**src/rtl/uart_pkg.sv**
```systemverilog
// Shared types and constants for the oversampling UART receiver family.
// Also the home of the vote helper used by the receiver datapath.
package uart_pkg;
    typedef enum logic [1:0] {PAR_NONE, PAR_EVEN, PAR_ODD} parity_e;

    // ST_ prefix keeps ST_PARITY distinct from the PARITY module parameter.
    typedef enum logic [2:0] {
        ST_IDLE, ST_START, ST_DATA, ST_PARITY, ST_STOP, ST_WAIT_HIGH
    } state_e;

    localparam int         OVERSAMPLE = 16;
    localparam logic [3:0] VOTE_LO    = 4'd7;
    localparam logic [3:0] VOTE_MID   = 4'd8;
    localparam logic [3:0] VOTE_HI    = 4'd9;

    function automatic logic majority3(input logic a, input logic b, input logic c);
        return (a & b) | (a & c) | (b & c);
    endfunction
endpackage

```
**src/rtl/uart_rx_ex_if.sv**
```systemverilog
// Receive-side word stream: show-ahead head word plus valid/ready handshake.
interface uart_rx_ex_if #(parameter int DATA_BITS = 8);
    logic [DATA_BITS-1:0] data;
    logic                 valid;
    logic                 ready;
    logic                 parity_err;
    logic                 frame_err;
    logic                 overrun;

    modport master (output data, valid, parity_err, frame_err, overrun, input ready);
    modport slave  (input data, valid, parity_err, frame_err, overrun, output ready);
endinterface

```
**src/rtl/uart_baud_gen.sv**
```systemverilog
// Oversample tick generator: one-cycle tick every DIV enabled cycles.
module uart_baud_gen #(
    parameter int DIV = 651
) (
    input  logic clk,
    input  logic rst,
    input  logic en,
    input  logic restart,
    output logic tick
);
    localparam int W = (DIV > 1) ? $clog2(DIV) : 1;

    logic [W-1:0] cnt;

    assign tick = en && (cnt == W'(DIV - 1));

    always_ff @(posedge clk or negedge rst) begin
        if (!rst)          cnt <= '0;
        else if (restart)  cnt <= '0;
        else if (en)       cnt <= tick ? '0 : cnt + 1'b1;
    end
endmodule

```
**src/rtl/uart_rx_ex.sv**
```systemverilog
// Parametrised UART receiver: 16x oversampling, 3-sample vote, parity/frame/break
// detection and a small show-ahead FIFO on the output side.
module uart_rx_ex import uart_pkg::*; #(
    parameter int      CLK_FREQ   = 100_000_000,
    parameter int      BAUD       = 9600,
    parameter int      DATA_BITS  = 8,
    parameter parity_e PARITY     = PAR_NONE,
    parameter int      STOP_BITS  = 1,
    parameter int      FIFO_DEPTH = 4
) (
    input  logic            clk,
    input  logic            rst,
    input  logic            rx,
    uart_rx_ex_if.master    bus
);
    localparam int DIV = (CLK_FREQ + 8 * BAUD) / (16 * BAUD);
    localparam int AW  = $clog2(FIFO_DEPTH);
    localparam int WW  = DATA_BITS + 2;

    logic [1:0] sync;
    logic       rx_s, rx_d, fall;

    always_ff @(posedge clk or negedge rst) begin
        if (!rst) begin
            sync <= 2'b11;
            rx_d <= 1'b1;
        end else begin
            sync <= {sync[0], rx};
            rx_d <= sync[1];
        end
    end
    assign rx_s = sync[1];
    assign fall = rx_d & ~rx_s;

    state_e               state, state_n;
    logic                 restart, tick, en, push, maj, dec;
    logic                 last_data, last_stop;
    logic [3:0]           os_cnt, bit_cnt;
    logic                 s7, s8, perr, ferr, seen_one;
    logic [DATA_BITS-1:0] shreg;
    logic [WW-1:0]        word;

    assign en = state inside {ST_START, ST_DATA, ST_PARITY, ST_STOP};

    uart_baud_gen #(.DIV(DIV)) u_baud (
        .clk(clk), .rst(rst), .en(en), .restart(restart), .tick(tick)
    );

    assign maj       = majority3(s7, s8, rx_s);
    assign dec       = tick && (os_cnt == VOTE_HI);
    assign last_data = (bit_cnt == 4'(DATA_BITS - 1));
    assign last_stop = (bit_cnt == 4'(STOP_BITS - 1));
    assign word      = {ferr | ~maj, perr, shreg};

    always_ff @(posedge clk or negedge rst) begin
        if (!rst) state <= ST_IDLE;
        else      state <= state_n;
    end

    always_comb begin
        state_n = state;
        restart = 1'b0;
        push    = 1'b0;
        case (state)
            ST_IDLE:      if (fall) begin state_n = ST_START; restart = 1'b1; end
            ST_START:     if (dec) state_n = maj ? ST_IDLE : ST_DATA;
            ST_DATA:      if (dec && last_data) state_n = (PARITY == PAR_NONE) ? ST_STOP : ST_PARITY;
            ST_PARITY:    if (dec) state_n = ST_STOP;
            ST_STOP: if (dec && last_stop) begin
                push = 1'b1;
                // An all-zero frame is a break: hold off until the line idles again.
                state_n = (seen_one || maj) ? ST_IDLE : ST_WAIT_HIGH;
            end
            ST_WAIT_HIGH: if (rx_s) state_n = ST_IDLE;
            default:      state_n = ST_IDLE;
        endcase
    end

    // os_cnt is 4 bits so it wraps at OVERSAMPLE on its own.
    always_ff @(posedge clk or negedge rst) begin
        if (!rst) begin
            os_cnt   <= '0;
            bit_cnt  <= '0;
            s7       <= 1'b1;
            s8       <= 1'b1;
            shreg    <= '0;
            perr     <= 1'b0;
            ferr     <= 1'b0;
            seen_one <= 1'b0;
        end else if (restart) begin
            os_cnt   <= '0;
            bit_cnt  <= '0;
            perr     <= 1'b0;
            ferr     <= 1'b0;
            seen_one <= 1'b0;
        end else if (tick) begin
            os_cnt <= os_cnt + 4'd1;
            if (os_cnt == VOTE_LO)  s7 <= rx_s;
            if (os_cnt == VOTE_MID) s8 <= rx_s;
            if (dec) begin
                bit_cnt  <= (state_n != state) ? 4'd0 : bit_cnt + 4'd1;
                seen_one <= seen_one | maj;
                case (state)
                    ST_DATA:   shreg <= {maj, shreg[DATA_BITS-1:1]};
                    ST_PARITY: perr  <= (PARITY == PAR_EVEN) ? ^{shreg, maj} : ~^{shreg, maj};
                    ST_STOP:   ferr  <= ferr | ~maj;
                    default: ;
                endcase
            end
        end
    end

    logic [WW-1:0] mem [FIFO_DEPTH];
    logic [AW:0]   wr_ptr, rd_ptr;
    logic [WW-1:0] head;
    logic          full, empty, pop, do_push, ovr;

    assign empty   = (wr_ptr == rd_ptr);
    assign full    = (wr_ptr[AW] != rd_ptr[AW]) && (wr_ptr[AW-1:0] == rd_ptr[AW-1:0]);
    assign pop     = !empty && bus.ready;
    assign do_push = push && (!full || pop);
    assign head    = mem[rd_ptr[AW-1:0]];

    always_ff @(posedge clk) begin
        if (do_push) mem[wr_ptr[AW-1:0]] <= word;
    end

    always_ff @(posedge clk or negedge rst) begin
        if (!rst) begin
            wr_ptr <= '0;
            rd_ptr <= '0;
            ovr    <= 1'b0;
        end else begin
            if (do_push) wr_ptr <= wr_ptr + 1'b1;
            if (pop)     rd_ptr <= rd_ptr + 1'b1;
            ovr <= push && !do_push;
        end
    end

    assign bus.valid      = !empty;
    assign bus.data       = empty ? '0 : head[DATA_BITS-1:0];
    assign bus.parity_err = !empty && head[DATA_BITS];
    assign bus.frame_err  = !empty && head[DATA_BITS+1];
    assign bus.overrun    = ovr;
endmodule

```
**src/flat_wrapper.sv**
```systemverilog
// flat-port wrapper written by rule: the top's interface ports become plain ports
module uart_rx_ex_flat import uart_pkg::*;
#(
    parameter int      CLK_FREQ   = 100_000_000,
    parameter int      BAUD       = 9600,
    parameter int      DATA_BITS  = 8,
    parameter parity_e PARITY     = PAR_NONE,
    parameter int      STOP_BITS  = 1,
    parameter int      FIFO_DEPTH = 4
)
  (clk, rst, rx, bus_data, bus_valid, bus_parity_err, bus_frame_err, bus_overrun, bus_ready);
  uart_rx_ex_if #(.DATA_BITS(DATA_BITS)) bus_i ();
  input  logic clk;
  input  logic rst;
  input  logic rx;
  output wire logic [$bits(bus_i.data)-1:0] bus_data;
  output wire logic [$bits(bus_i.valid)-1:0] bus_valid;
  output wire logic [$bits(bus_i.parity_err)-1:0] bus_parity_err;
  output wire logic [$bits(bus_i.frame_err)-1:0] bus_frame_err;
  output wire logic [$bits(bus_i.overrun)-1:0] bus_overrun;
  input wire logic [$bits(bus_i.ready)-1:0] bus_ready;
  assign bus_data = bus_i.data;
  assign bus_valid = bus_i.valid;
  assign bus_parity_err = bus_i.parity_err;
  assign bus_frame_err = bus_i.frame_err;
  assign bus_overrun = bus_i.overrun;
  assign bus_i.ready = bus_ready;
  uart_rx_ex #(.CLK_FREQ(CLK_FREQ), .BAUD(BAUD), .DATA_BITS(DATA_BITS), .PARITY(PARITY), .STOP_BITS(STOP_BITS), .FIFO_DEPTH(FIFO_DEPTH)) u_core (.clk(clk), .rst(rst), .rx(rx), .bus(bus_i));
endmodule
```
**config.mk**
```make
export PLATFORM = sky130hd
export DESIGN_NAME = uart_rx_ex_flat
export DESIGN_NICKNAME = d
export VERILOG_FILES = /design/src/rtl/uart_pkg.sv /design/src/rtl/uart_rx_ex_if.sv /design/src/rtl/uart_baud_gen.sv /design/src/rtl/uart_rx_ex.sv /design/src/flat_wrapper.sv
export SDC_FILE = /design/constraint.sdc
export NUM_CORES = 1
export LEC_CHECK = 0
export CAP_MARGIN = 20
export CORE_MARGIN = 2
export CORE_UTILIZATION = 45
export CTS_CLUSTER_SIZE = 20
export DETAILED_ROUTE_END_ITERATION = 10
export PLACE_DENSITY = 0.65
export SYNTH_ARGS = -nofsm -noshare
export SYNTH_HDL_FRONTEND = slang
export SYNTH_HIERARCHICAL = 1
export SYNTH_SLANG_ARGS = --single-unit
```
**constraint.sdc**
```tcl
create_clock -name clk -period 3.6 [get_ports clk]
set_clock_uncertainty 0.05 [all_clocks]
set_input_delay 0.72 -clock clk [delete_from_list [all_inputs] [get_ports clk]]
set_output_delay 0.72 -clock clk [all_outputs]
set_load 0.05 [all_outputs]
```
* Yosys cells after proc, flatten, opt, wreduce, memory -nomap -nowiden
Memory sizes are Yosys's and may differ from the RTL's.
Index checks and enable logic that the tools add are counted.
** Storage, ports and cells
- Logic and storage cells :: 112
- Memory bits (writable) :: 40
- Input bits :: 4
- Output and inout bits :: 12
- Register bits after elaboration :: 44
- Memories kept :: 1
** Memories
- u_core.mem :: words 4, width 10, rd ports 1, clocked after Yosys merged registers in 0, wr ports 1, line uart_rx_ex.sv:113 : logic [WW-1:0] mem [FIFO_DEPTH];
** Operators by class
- Muxes and demuxes :: 36
- Add/subtract/negate cells :: 5
- Bitwise logic cells :: 11
- Reduce and logical (&&, ||, !) cells :: 30
- Equality and inequality tests :: 14
** Operator list (count)
- $mux 10 :: 3
- $mux 4 :: 6
- $mux 3 :: 7
- $pmux 3 s6 :: 1
- $mux 1 :: 17
- $reduce_and 3->1 :: 4
- $add 10x1->10 const B :: 1
- $eq 10x10->1 const B :: 1
- $logic_and 1x1->1 :: 10
- $reduce_bool 2->1 :: 5
- $reduce_xnor 9->1 :: 1
- $add 4x1->4 const B :: 2
- $eq 4x3->1 const B :: 2
- $eq 4x4->1 const B :: 2
- $mux 8 :: 1
- $add 3x1->3 const B :: 2
- $eq 3x2->1 const B :: 2
- $eq 3x3->1 const B :: 2
- $and 1x1->1 :: 4
- $logic_not 4->1 :: 1
- $or 1x1->1 :: 4
- $reduce_and 4->1 :: 1
- $reduce_bool 4->1 :: 1
- $eq 3x1->1 const B :: 1
- 10 further kinds :: 15

* Depth between registers and ports, before layout
- Word-level depth :: 12
- Gate-level depth with buffers :: 12
- Gate-level depth less buffers :: 9

* By module
The synthesis kept the hierarchy.
** By module, submodules not included
- uart_rx_ex :: instances 1, sequential area each 2058.2 um^2, cells an instance 228, area each 3345.7 um^2
- uart_baud_gen :: instances 1, sequential area each 250.2 um^2, cells an instance 70, area each 666.9 um^2

* Least setup slack after synthesis
Ideal clock, no wire load.
- Path kind :: register to register
- Start :: reg u_core.state[0]
- End :: mem u_core/mem[3][0] (netlist bit) (enable)
- Library setup time :: 0.351 ns
- Cell stages (with the launch flop) :: 12
- Buffers on the path :: 3
- Path slack :: 0.528 ns
- Arrival time :: 2.671 ns
- Required time :: 3.199 ns
- Period minus slack after synthesis :: 3.072 ns
- Cell sequence :: dfrtp_1 buf_1 nor2_1 xnor2_1 nand4b_1 nor3_1 buf_4 and4b_1 buf_4 nand4b_2 nor2_2 and2_1
** Between the ends
- Word-level cells in the longest chain between the ends :: 10
- Elaborated cells on any way between the ends :: 13
- Those cells by class :: 4 x eq/ne; 4 x mux; 5 x reduce/logical
** Ends and longest elaborated chain
- start, declared :: line uart_rx_ex.sv:35 : state_e state, state_n;
- start signal, assigned :: line uart_rx_ex.sv:57 : else state <= state_n;
- $eq 3x1->1 (tied with other cells) :: line uart_rx_ex.sv:43 : assign en = state inside {ST_START, ST_DATA, ST_PARITY, ST_STOP};
- $reduce_bool 4->1 (*) :: line uart_rx_ex.sv:43
- named net u_core.en :: line uart_rx_ex.sv:36 : logic restart, tick, en, push, maj, dec;
- $logic_and 1x1->1 (*) :: line uart_baud_gen.sv:15 : assign tick = en && (cnt == W'(DIV - 1));
- named net u_core.tick :: line uart_rx_ex.sv:36
- $logic_and 1x1->1 (*) :: line uart_rx_ex.sv:50 : assign dec = tick && (os_cnt == VOTE_HI);
- $logic_and 1x1->1 (*) :: line uart_rx_ex.sv:69 : ST_STOP: if (dec && last_stop) begin
- $mux 1 (*) :: line uart_rx_ex.sv:69
- $mux 1 (*) :: line uart_rx_ex.sv:64 : case (state)
- $logic_and 1x1->1 (*) :: line uart_rx_ex.sv:121 : assign do_push = push && (!full || pop);
- $mux 1 (*) :: line uart_rx_ex.sv:125 : if (do_push) mem[wr_ptr[AW-1:0]] <= word;
- $mux 1 (implied by the code) (*) :: line uart_rx_ex.sv:125
- end, declared :: line uart_rx_ex.sv:113
The timed path passes the listed nets; every way through them passes the cells marked *.

* Worst setup path in the final report
- Start :: reg u_core.rd_ptr[1]
- End :: out bus_data[7]
** Between the ends
- Word-level cells in the longest chain between the ends :: 2
- Elaborated cells on any way between the ends :: 3
- Those cells by class :: 1 x eq/ne; 1 x mux; 1 x memory
** Ends and longest elaborated chain
- start, declared :: line uart_rx_ex.sv:114 : logic [AW:0] wr_ptr, rd_ptr;
- start signal, assigned :: line uart_rx_ex.sv:135 : if (pop) rd_ptr <= rd_ptr + 1'b1;
- $mem_v2 4x10 or $eq 3x3->1 (tied branches)
- $mux 8 (*) :: line uart_rx_ex.sv:141 : assign bus.data = empty ? '0 : head[DATA_BITS-1:0];
- end, declared :: line flat_wrapper.sv:16 : output wire logic [$bits(bus_i.data)-1:0] bus_data;
Every way passes the cells marked *; elsewhere a longest branch is shown, timed or not.

==> flow_metrics.env <==
export IMPL_status="finished clean"
export IMPL_synthFlopType="edfxtp_1"
export IMPL_grt_overflow=0
export IMPL_yosysSeqAreaShare_pct=57.5
export IMPL_syn_num_nets=314
export IMPL_die_y_um=98.4
export IMPL_numCtsBuffers=9
export IMPL_total_power_mw=2.27
export IMPL_nets=337
export IMPL_hold_viol=0
export IMPL_critPathCaptureType="output port"
export IMPL_start_util_pct=46.2
export IMPL_grt_pass1_vias=2299
export IMPL_netlist_instances=298
export IMPL_grt_pass1_wl_mm=11.4
export IMPL_max_freq_mhz=293
export IMPL_routed_wl_mm=6.79
export IMPL_p_leak_nw=1.80
export IMPL_drc=0
export IMPL_yosys_warnings=6
export IMPL_final_max_slew_viol_count=0
export IMPL_drive_above_1_share_pct=20.6
export IMPL_cts_buffer_depth=2
export IMPL_tns_ns=0
export IMPL_critPathMaxStageDelay_ns=0.80
export IMPL_worstMarginPinSlew_ns=0.579
export IMPL_gp_congestion=0.849
export IMPL_drtIter0Drc=126
export IMPL_hpwlAfterDp_mm=4.62
export IMPL_synth_seq_cells=84
export IMPL_drtAntennaViolNets=0
export IMPL_cts_max_level=3
export IMPL_placed_area_um2=4280
export IMPL_critPathLaunchType="register"
export IMPL_rsz0062_at_grt="false"
export IMPL_grt_max_degree=45
export IMPL_routed_via_density=5.52
export IMPL_crit_fanout=13
export IMPL_synth_edf_count=40
export IMPL_clockRootBuffer="clkbuf_8"
export IMPL_cts_sinks=84
export IMPL_required_ns=2.83
export IMPL_ir_drop_uv=320
export IMPL_avgSynthCellArea_um2=13.5
export IMPL_worst_setup_path_type="register to output port"
export IMPL_postCtsSetupRepairBufs=0
export IMPL_finalSetupViolCount=0
export IMPL_worstPathCellList="xor2_1 -> nor2_1 -> nand2_1 -> and2_1 -> clkdlybuf4s50_1"
export IMPL_yosysTopAreaCellShare_pct=29.9
export IMPL_dr_pass1_iters=4
export IMPL_syn_area_um2=4010
export IMPL_maxCapViolCount=0
export IMPL_yosysUniqueCellTypes=65
export IMPL_async_flop_share_pct=52.4
export IMPL_area_growth_pct=12.5
export IMPL_clk_pin_slew_worst_paths_ns=0.09
export IMPL_core_rowCount=34
export IMPL_setup_slack_ns=0.186
export IMPL_design_area_um2=4520
export IMPL_die_area_um2=9690
export IMPL_place_ws_ns=0.488
export IMPL_fp_dieW_um=98.4
export IMPL_globalRouteTotalUtil_pct=15.1
export IMPL_placed_cells=417
export IMPL_wl_per_cell_um=15.6
export IMPL_ios=16
export IMPL_core_area_um2=8680
export IMPL_period_minus_slack_ns=3.41
export IMPL_finalNonFillerCells=434
export IMPL_clkLatencyLatePin_ns=0.35
export IMPL_yosys_top_cells_area="edfxtp_1, dfrtp_1, mux4_2, ha_1, dfstp_2"
export IMPL_port_buffers=15
export IMPL_tritoncts="done"
export IMPL_slew_headroom_pct=61.4
export IMPL_antenna_found_initial=0
export IMPL_vias=2394
export IMPL_diodes=0
export IMPL_critPathSlowestCell="clkdlybuf4s50_1"
export IMPL_timing_final_crit_share_pct=94.8
export IMPL_cp_arrival_ns=2.64
export IMPL_hp_class="input pin to async pin"
export IMPL_post_synth_top_area_cell="edfxtp_1"
export IMPL_power_density_nw_per_um2=503
==> final timing paths <==
path	from	to	slack, ns	cells past startpoint
worst min register to register	u_core/sync[0]$_DFF_PN1_	u_core/sync[1]$_DFF_PN1_	0.31	0
min in group clk	u_core/sync[0]$_DFF_PN1_	u_core/sync[1]$_DFF_PN1_	0.31	0
worst max-delay path	u_core/rd_ptr[1]$_DFFE_PN0P_	bus_data[7]	0.19	5
worst min-delay path	rst	u_core/u_baud/cnt[2]$_DFFE_PN0P_	0.29	1
worst max register to register	u_core/u_baud/cnt[4]$_DFFE_PN0P_	u_core/mem[2][3]$_DFFE_PP_	0.70	6
max in group asynchronous	rst	u_core/sync[0]$_DFF_PN1_	2.63	2
==> flip-flops by register name (all words and copies together) (netlist names), 2 cells and up <==
| signal | flops |
|---|---|
| u_core/rd_ptr | 3 |
| u_core/os_cnt | 4 |
| u_core/sync | 2 |
| u_core/bit_cnt | 4 |
| u_core/u_baud/cnt | 10 |
| u_core/state | 3 |
| u_core/shreg | 8 |
| u_core/mem | 40 |
| u_core/wr_ptr | 3 |
==> power breakdown <==
group	leakage (nW)	switching (mW)	total, mW	internal [mW]
Sequential	1.01	0.134	1.19	1.05
Clock	0.106	0.353	0.684	0.331
Combinational	0.682	0.204	0.399	0.195
Total	1.80	0.690	2.27	1.58
==> synth_stat cells, drive strengths merged (3+ instances only) <==
| master | n |
|---|---|
| nor4 | 3 |
| inv | 12 |
| nand2 | 12 |
| and2 | 14 |
| dfrtp | 39 |
| nand3 | 10 |
| dfstp | 5 |
| o211ai | 4 |
| or3 | 5 |
| nand4b | 6 |
| nor2 | 11 |
| o31ai | 4 |
| o21ai | 15 |
| a21oi | 9 |
| ha | 12 |
| xnor2 | 14 |
| clkbuf | 3 |
| nand4 | 4 |
| buf | 9 |
| xor2 | 7 |
| mux2 | 9 |
| edfxtp | 40 |
| mux4 | 10 |
| nand2b | 7 |
==> final cells by class <==
class	instances	area, um^2
Fill cell	745	4160
Sequential cell	84	2310
Multi-Input combinational cell	190	1590
Timing Repair Buffer	24	233
Tap cell	108	135
Clock buffer	9	124
Clock inverter	7	81.3
Inverter	12	45.0
==> layout by cell type, fill, tap and decap left out, types with 5 or more instances in the layout <==
cell type	synthesis	final
ha_1	12	12
inv_1	11	11
mux2_2	9	9
nor2_1	10	10
xor2_1	7	7
o21ai_0	14	14
edfxtp_1	40	40
and2_1	14	14
a21oi_1	9	9
nand2_1	12	12
nand2b_1	7	7
nand4b_1	5	5
xnor2_1	14	14
mux4_2	10	10
clkdlybuf4s50_1	0	14
clkbuf_8	0	9
dfrtp_1	39	38
nand3_1	10	10
dfstp_2	5	5
buf_4	2	8
==> what timing repair did <==
item,in CTS,in global routing
gates resized for setup,0,1
endpoints found under the setup margin,0,10
hold buffers,0,0
==> cells by family after synthesis <==
kind of cell	count (synthesis)	synth area share [%]
adders and majority gates	13	4.02
muxes	20	8.39
buffers and inverters	24	2.90
and+or+nand+nor	92	14.6
DFF	84	57.5
AOI/OAI and AO/OA	44	7.98
xor gates and xnor gates	21	4.58
==> routing by layer <==
layer | track usage [%] | routed length [um] | vias to the layer above
met5 | 0 | 0 | -
met4 | 5.06 | 76 | 0
li1 | - | - | 1154
met1 | 19.0 | 3010 | 1204
met2 | 25.3 | 3500 | 28
met3 | 4.47 | 199 | 8
==> metrics by stage <==
step                hold WS [ns]  utilization (%)
detailed placement         0.298             49.3
floorplan                  0.295                -
global route               0.312             52.0
global placement           0.298             49.3
CTS                        0.310             51.7
finish                     0.288             52.0
==> worst max-delay path: cells and delay by family, from the launching register on <==
family	cells	cell delay, ns
AND/OR/NAND/NOR	3	0.54
buffers and inverters	1	0.80
XOR/XNOR	1	0.23
flip-flops	1	0.72
(Power assumes the default switching activity.)
